**src/rtl/gmux_ctrl_pkg.sv**
```systemverilog
// Shared types and helpers for the PP3 GMUX select sequencer.
// Optional sticky request-error flag is built when GMUX_CTRL_ERR_EN is defined.
package gmux_ctrl_pkg;

  typedef logic [2:0] state_t;

  localparam state_t S_IDLE   = 3'd0;
  localparam state_t S_ACK    = 3'd1;
  localparam state_t S_GATE   = 3'd2;
  localparam state_t S_SWITCH = 3'd3;
  localparam state_t S_UNGATE = 3'd4;
  localparam state_t S_HOLD   = 3'd5;

  localparam logic SRC_IP = 1'b0;
  localparam logic SRC_IC = 1'b1;

  function automatic int max3(input int a, input int b, input int c);
    int m;
    m = (a > b) ? a : b;
    return (m > c) ? m : c;
  endfunction

endpackage

```
**src/rtl/gmux_ctrl_timer.sv**
```systemverilog
// Loadable down-counter shared by all timed states of the GMUX sequencer.
// Stops at zero; expire flags the last cycle of a timed state.
module gmux_ctrl_timer #(
  parameter int W = 3
) (
  input  logic         clk,
  input  logic         rst_n,
  input  logic         load,
  input  logic [W-1:0] load_val,
  output logic [W-1:0] value,
  output logic         expire
);

  logic [W-1:0] cnt_q;
  logic [W-1:0] cnt_d;

  always_comb begin
    cnt_d = cnt_q;
    if (load) begin
      cnt_d = load_val;
    end else if (cnt_q != '0) begin
      cnt_d = cnt_q - W'(1);
    end
  end

  always_ff @(posedge clk) begin
    if (!rst_n) begin
      cnt_q <= '0;
    end else begin
      cnt_q <= cnt_d;
    end
  end

  assign value  = cnt_q;
  assign expire = (cnt_q == W'(1));

endmodule

```
**src/rtl/gmux_switch_ctrl.sv**
```systemverilog
// Glitch-safe IS0 sequencer for one PP3 GMUX, clocked by the free-running fabric clock.
// Define GMUX_CTRL_ERR_EN to add the sticky ERR flag and its ERR_CLR input.
module gmux_switch_ctrl
  import gmux_ctrl_pkg::*;
#(
  parameter logic RESET_SRC   = 1'b0,
  parameter int   GATE_CYC    = 4,
  parameter int   SETTLE_CYC  = 2,
  parameter int   HOLDOFF_CYC = 3
) (
  input  logic CLK,
  input  logic RST_N,
  input  logic REQ_VALID,
  input  logic REQ_SRC,
  output logic REQ_READY,
  output logic DONE,
  output logic BUSY,
  output logic IS0,
  output logic CUR_SRC,
  output logic CLK_EN
`ifdef GMUX_CTRL_ERR_EN
  ,
  input  logic ERR_CLR,
  output logic ERR
`endif
);

  localparam int CW = $clog2(max3(GATE_CYC, SETTLE_CYC, HOLDOFF_CYC) + 1);

  state_t  state_q, state_d;
  logic    is0_q, is0_d;
  logic    cur_src_q, cur_src_d;
  logic    tgt_q, tgt_d;
  logic    clk_en_q, clk_en_d;
  logic    ld;
  logic [CW-1:0] ld_val;
  logic [CW-1:0] tmr_val;
  logic    tmr_exp;
  logic    adv;
  logic    accept;

  gmux_ctrl_timer #(
    .W (CW)
  ) u_timer (
    .clk      (CLK),
    .rst_n    (RST_N),
    .load     (ld),
    .load_val (ld_val),
    .value    (tmr_val),
    .expire   (tmr_exp)
  );

  assign adv    = tmr_exp && (tmr_val != '0);
  assign accept = REQ_VALID && (state_q == S_IDLE);

  always_comb begin
    state_d   = state_q;
    is0_d     = is0_q;
    cur_src_d = cur_src_q;
    tgt_d     = tgt_q;
    clk_en_d  = clk_en_q;
    ld        = 1'b0;
    ld_val    = '0;
    case (state_q)
      S_IDLE: begin
        if (accept) begin
          tgt_d = REQ_SRC;
          if (REQ_SRC == cur_src_q) begin
            state_d = S_ACK;
          end else begin
            state_d  = S_GATE;
            clk_en_d = 1'b0;
            ld       = 1'b1;
            ld_val   = CW'(GATE_CYC);
          end
        end
      end
      S_GATE: begin
        if (adv) begin
          state_d = S_SWITCH;
          is0_d   = tgt_q;
          ld      = 1'b1;
          ld_val  = CW'(SETTLE_CYC);
        end
      end
      S_SWITCH: begin
        if (adv) begin
          state_d   = S_UNGATE;
          clk_en_d  = 1'b1;
          cur_src_d = tgt_q;
        end
      end
      S_ACK, S_UNGATE: begin
        // Zero holdoff returns straight to IDLE
        if (HOLDOFF_CYC == 0) begin
          state_d = S_IDLE;
        end else begin
          state_d = S_HOLD;
          ld      = 1'b1;
          ld_val  = CW'(HOLDOFF_CYC);
        end
      end
      S_HOLD: begin
        if (adv) begin
          state_d = S_IDLE;
        end
      end
      default: begin
        state_d  = S_IDLE;
        clk_en_d = 1'b1;
      end
    endcase
  end

  always_ff @(posedge CLK) begin
    if (!RST_N) begin
      state_q   <= S_IDLE;
      is0_q     <= RESET_SRC;
      cur_src_q <= RESET_SRC;
      tgt_q     <= RESET_SRC;
      clk_en_q  <= 1'b1;
    end else begin
      state_q   <= state_d;
      is0_q     <= is0_d;
      cur_src_q <= cur_src_d;
      tgt_q     <= tgt_d;
      clk_en_q  <= clk_en_d;
    end
  end

  assign REQ_READY = (state_q == S_IDLE);
  assign BUSY      = (state_q != S_IDLE);
  assign DONE      = (state_q == S_UNGATE) || (state_q == S_ACK);
  assign IS0       = is0_q;
  assign CUR_SRC   = cur_src_q;
  assign CLK_EN    = clk_en_q;

`ifdef GMUX_CTRL_ERR_EN
  logic err_q, err_d;

  // Set dominates a same-cycle clear
  always_comb begin
    err_d = err_q;
    if (ERR_CLR) begin
      err_d = 1'b0;
    end
    if (REQ_VALID && BUSY) begin
      err_d = 1'b1;
    end
  end

  always_ff @(posedge CLK) begin
    if (!RST_N) begin
      err_q <= 1'b0;
    end else begin
      err_q <= err_d;
    end
  end

  assign ERR = err_q;
`endif

endmodule

```
**config.mk**
```make
export PLATFORM = sky130hd
export DESIGN_NAME = gmux_switch_ctrl
export DESIGN_NICKNAME = d
export VERILOG_FILES = /design/src/rtl/gmux_ctrl_pkg.sv /design/src/rtl/gmux_ctrl_timer.sv /design/src/rtl/gmux_switch_ctrl.sv
export SDC_FILE = /design/constraint.sdc
export NUM_CORES = 1
export LEC_CHECK = 0
export CORE_AREA = 2 2 39 41
export CTS_CLUSTER_DIAMETER = 120
export DETAILED_ROUTE_END_ITERATION = 6
export DIE_AREA = 0 0 41 43
export PLACE_DENSITY = 0.71
export SKIP_LAST_GASP = 1
export SLEW_MARGIN = 10
export SYNTH_ARGS = -nofsm -noshare
export SYNTH_HDL_FRONTEND = slang
export SYNTH_SLANG_ARGS = --single-unit
```
**constraint.sdc**
```tcl
create_clock -name CLK -period 3.2 [get_ports CLK]
set_clock_uncertainty 0.2 [all_clocks]
set_input_delay 0.64 -clock CLK [delete_from_list [all_inputs] [get_ports CLK]]
set_output_delay 0.64 -clock CLK [all_outputs]
set_load 0.005 [all_outputs]
```
==> flow_metrics.tcl <==
set metrics [dict create \
    outcome "complete, no violations" \
    synth_async_sr_flop_share_pct 0 \
    ys_seq_elements 10 \
    switching_portion_of_total_power_pct 38.3 \
    final_cell_area_um2 728 \
    cp-start-kind "flip-flop" \
    setup_viol_count_final 0 \
    critical_path_arrival_ps 1820 \
    horizontal_die_dimension_um 41 \
    routed_via_density 5.23 \
    detail_route.wl_per_cell_um 11.5 \
    met1Wirelength_um 584 \
    post_cts.repair.setup_buffers 0 \
    power_frac_clock_pct 18.0 \
    max_cap_viol_count 0 \
    grt_max_degree 14 \
    synthesis.nets 80 \
    placed_cells 94 \
    power_density_nw_per_um2 894 \
    final.min_clock_period_ps 2660 \
    rsz0062_at_grt "no" \
    multiInputGateArea_um2 370 \
    worst_vdd_rail_ir_drop_uv 349 \
    setup.worst_path.end_class "output port" \
    io_buffer_count 9 \
    p_sw_w 0.000249 \
    antenna_found_initial 0 \
    post_route_cells_drive_above_1_share_pct 8.54 \
    synth_edf_count 0 \
    area_growth_syn_to_layout_pct 18.3 \
    worst_path_largest_cell_delay_ps 550 \
    final_min_period_over_clock_period_pct 83.0 \
    cts.clk_slew.worst_paths_ps 70 \
    yosys_warnings 0 \
    yosys.area_share.simple_pct 31.1 \
    critPathKind "reg2out" \
    floorplan.core_area_um2 1380 \
    post_synth_xor_area_fraction_pct 2.85 \
    internal-power_w 0.000402 \
    cts_inserted_buffers 3 \
    final_cells 98 \
    post_synth_inst_count 73 \
    die-height_um 43 \
    met2WireLength_um 486 \
    worst-path-buf-inv 1 \
    root_buffer "sky130_fd_sc_hd__clkbuf_4" \
    antenna_viol_nets_final 0 \
    cts.htree.levels 1 \
    met3RoutedLength_um 35 \
    synthesis.area_per_instance_um2 8.43 \
    dieArea_um2 1760 \
    numClockSinks 10 \
    topRoutingLayerUsed "met4" \
    finalHoldViolations 0 \
    p_comb_share_pct 48.5 \
    post_synth_fa_ha_maj_area_fraction_pct 6.10 \
    synth_mux_area_share_pct 4.88 \
    fin_nets 90 \
    worstMarginPinSlew_ps 458 \
    grt.overflow.total 0 \
    synth_top_family_by_area "simple AND/OR/NAND/NOR gates" \
    sequential_cell_area_um2 200 \
    tns_ps 0 \
    gp_congestion 0.701 \
    grtUsageTotal_pct 16.2 \
    postPlaceCellArea_um2 692 \
    main_synth_ff_type "sky130_fd_sc_hd__dfxtp_1" \
    hold_path.class "reg2reg" \
    worstPathRequired_ps 2360 \
    maximum_root_to_sink_buffer_count 2 \
    slew_headroom_pct 69.4 \
    io_pins 10 \
    p_seq_share_pct 33.5 \
    cellLeakagePower_nw 0.305 \
    postLayoutCoreUtil_pct 52.6 \
    timing.critical_path.slowest_stage_cell "sky130_fd_sc_hd__dfxtp_1" \
    timing.critical_path.max_delay_family "flip-flops" \
    number_of_distinct_library_cell_variants_in_the_gate_level_netlist_after_synthesis 31 \
    floorplan.initialDensity_pct 44.5 \
    grt_pass1_vias 459 \
    clk-insertion-delay-late_ps 270 \
    route.final.wire_length_mm 1.12 \
    synth-seq-area-share_pct 32.5 \
    overall_via_count_from_detail_route 513 \
    number_of_gates_resized_after_cts 0 \
    post_synth_instance_area_um2 616 \
    num_rows 14 \
    drt-initial-drc-count 8 \
    maxClockFrequency_mhz 377 \
    dr.pass1.iters 4 \
    antennaDiodeCount 0 \
    critical_path_peak_fanout 10 \
    final_max_slew_viol_count 0 \
    ctsHoldBuffers 0 \
    num-fill-cells 146 \
    dp_hpwl_um 837 \
    synth_compound_gate_area_share_pct 15.2 \
    grt_pass1_wl_mm 1.94 \
    crit_chain "nor3b_1 -> a21o_1 -> clkdlybuf4s50_1" \
    post-route-drc-count 0 \
    p_total_w 0.000651 \
    clock_tree_from_tritoncts "done" \
]
## per-layer routing
metal / global-route usage, % / vias to the layer above
met3: 3.14 / 2
met2: 21.9 / 10
met4: 8.00 / 0
li1: - / 269
met1: 23.7 / 232
met5: 0 / -
## sequential cells by signal, summed over array words and instances (netlist names)
| name | count |
|---|---|
| state_q | 3 |
| u_timer.value | 3 |
| CLK_EN | 1 |
| CUR_SRC | 1 |
| IS0 | 1 |
| tgt_q | 1 |
## cell usage in the layout (no fill, tap or decap), types with 3 or more instances in the layout
cell type / n
sky130_fd_sc_hd__inv_1: 3
sky130_fd_sc_hd__dfxtp_1: 10
sky130_fd_sc_hd__nor2_1: 5
sky130_fd_sc_hd__clkbuf_4: 3
sky130_fd_sc_hd__nor2b_1: 5
sky130_fd_sc_hd__nand2_1: 10
sky130_fd_sc_hd__a21boi_0: 3
sky130_fd_sc_hd__clkdlybuf4s50_1: 9
sky130_fd_sc_hd__mux2i_1: 3
sky130_fd_sc_hd__nand3_1: 4
sky130_fd_sc_hd__ha_1: 3
## power groups by stage
stage,sequential (W),clock (W),combinational [W]
after floorplan,0.000187,0,0.000269
after global placement,0.000218,0,0.000316
after detailed placement,0.000221,0,0.000316
after CTS,0.000218,0.000120,0.000319
after global routing,0.000226,0.000129,0.000364
final,0.000218,0.000117,0.000315
## logic make-up after synthesis
family / Yosys count
AOI/OAI and AO/OA: 14
xor gates and xnor gates: 2
adders and majority gates: 3
buffers and inverters: 7
DFF: 10
muxes: 3
and+or+nand+nor: 34
## final timing paths
path	startpoint	endpoint	slack [ps]	depth (start not counted)
worst min-delay path	IS0	IS0	270	2
worst max register to register	u_timer.value[0]	u_timer.value[2]	1360	6
worst min register to register	IS0	IS0	270	2
worst max-delay path	state_q[2]	DONE	540	3
## area by class of cell
class	instances	share of cell area, %
repair buffers	9	12.4
flip-flops and latches	10	27.5
multi-input cells	56	50.9
inverters	3	1.55
clock buffers	4	4.98
well taps	16	2.75
## cell usage after synthesis, types with 2 or more instances
master,count,area [um^2]
sky130_fd_sc_hd__ha_1,3,37.5
sky130_fd_sc_hd__mux2i_1,3,30.0
sky130_fd_sc_hd__nand2_1,10,37.5
sky130_fd_sc_hd__a31oi_1,2,12.5
sky130_fd_sc_hd__inv_1,3,11.3
sky130_fd_sc_hd__a21o_1,2,15.0
sky130_fd_sc_hd__buf_6,2,22.5
sky130_fd_sc_hd__nor2_1,5,18.8
sky130_fd_sc_hd__dfxtp_1,10,200
sky130_fd_sc_hd__o21ai_0,2,10.0
sky130_fd_sc_hd__nor2b_1,5,31.3
sky130_fd_sc_hd__a21boi_0,3,22.5
sky130_fd_sc_hd__nand2b_1,2,12.5
sky130_fd_sc_hd__nand3_1,4,20.0
## tightest hold or removal path: cells and delay by family (launching register included)
family	cells	cell delay (ps)
compound gates	1	60
simple gates	1	50
flops	1	310
## per-stage QoR
step	hold WS, ps	worst slack, ps
2_1_floorplan	254	1540
3_3_place_gp	261	913
3_5_place_dp	263	837
4_1_cts	277	540
5_1_grt	310	439
6_report	272	545
(Power assumes the default switching activity.)
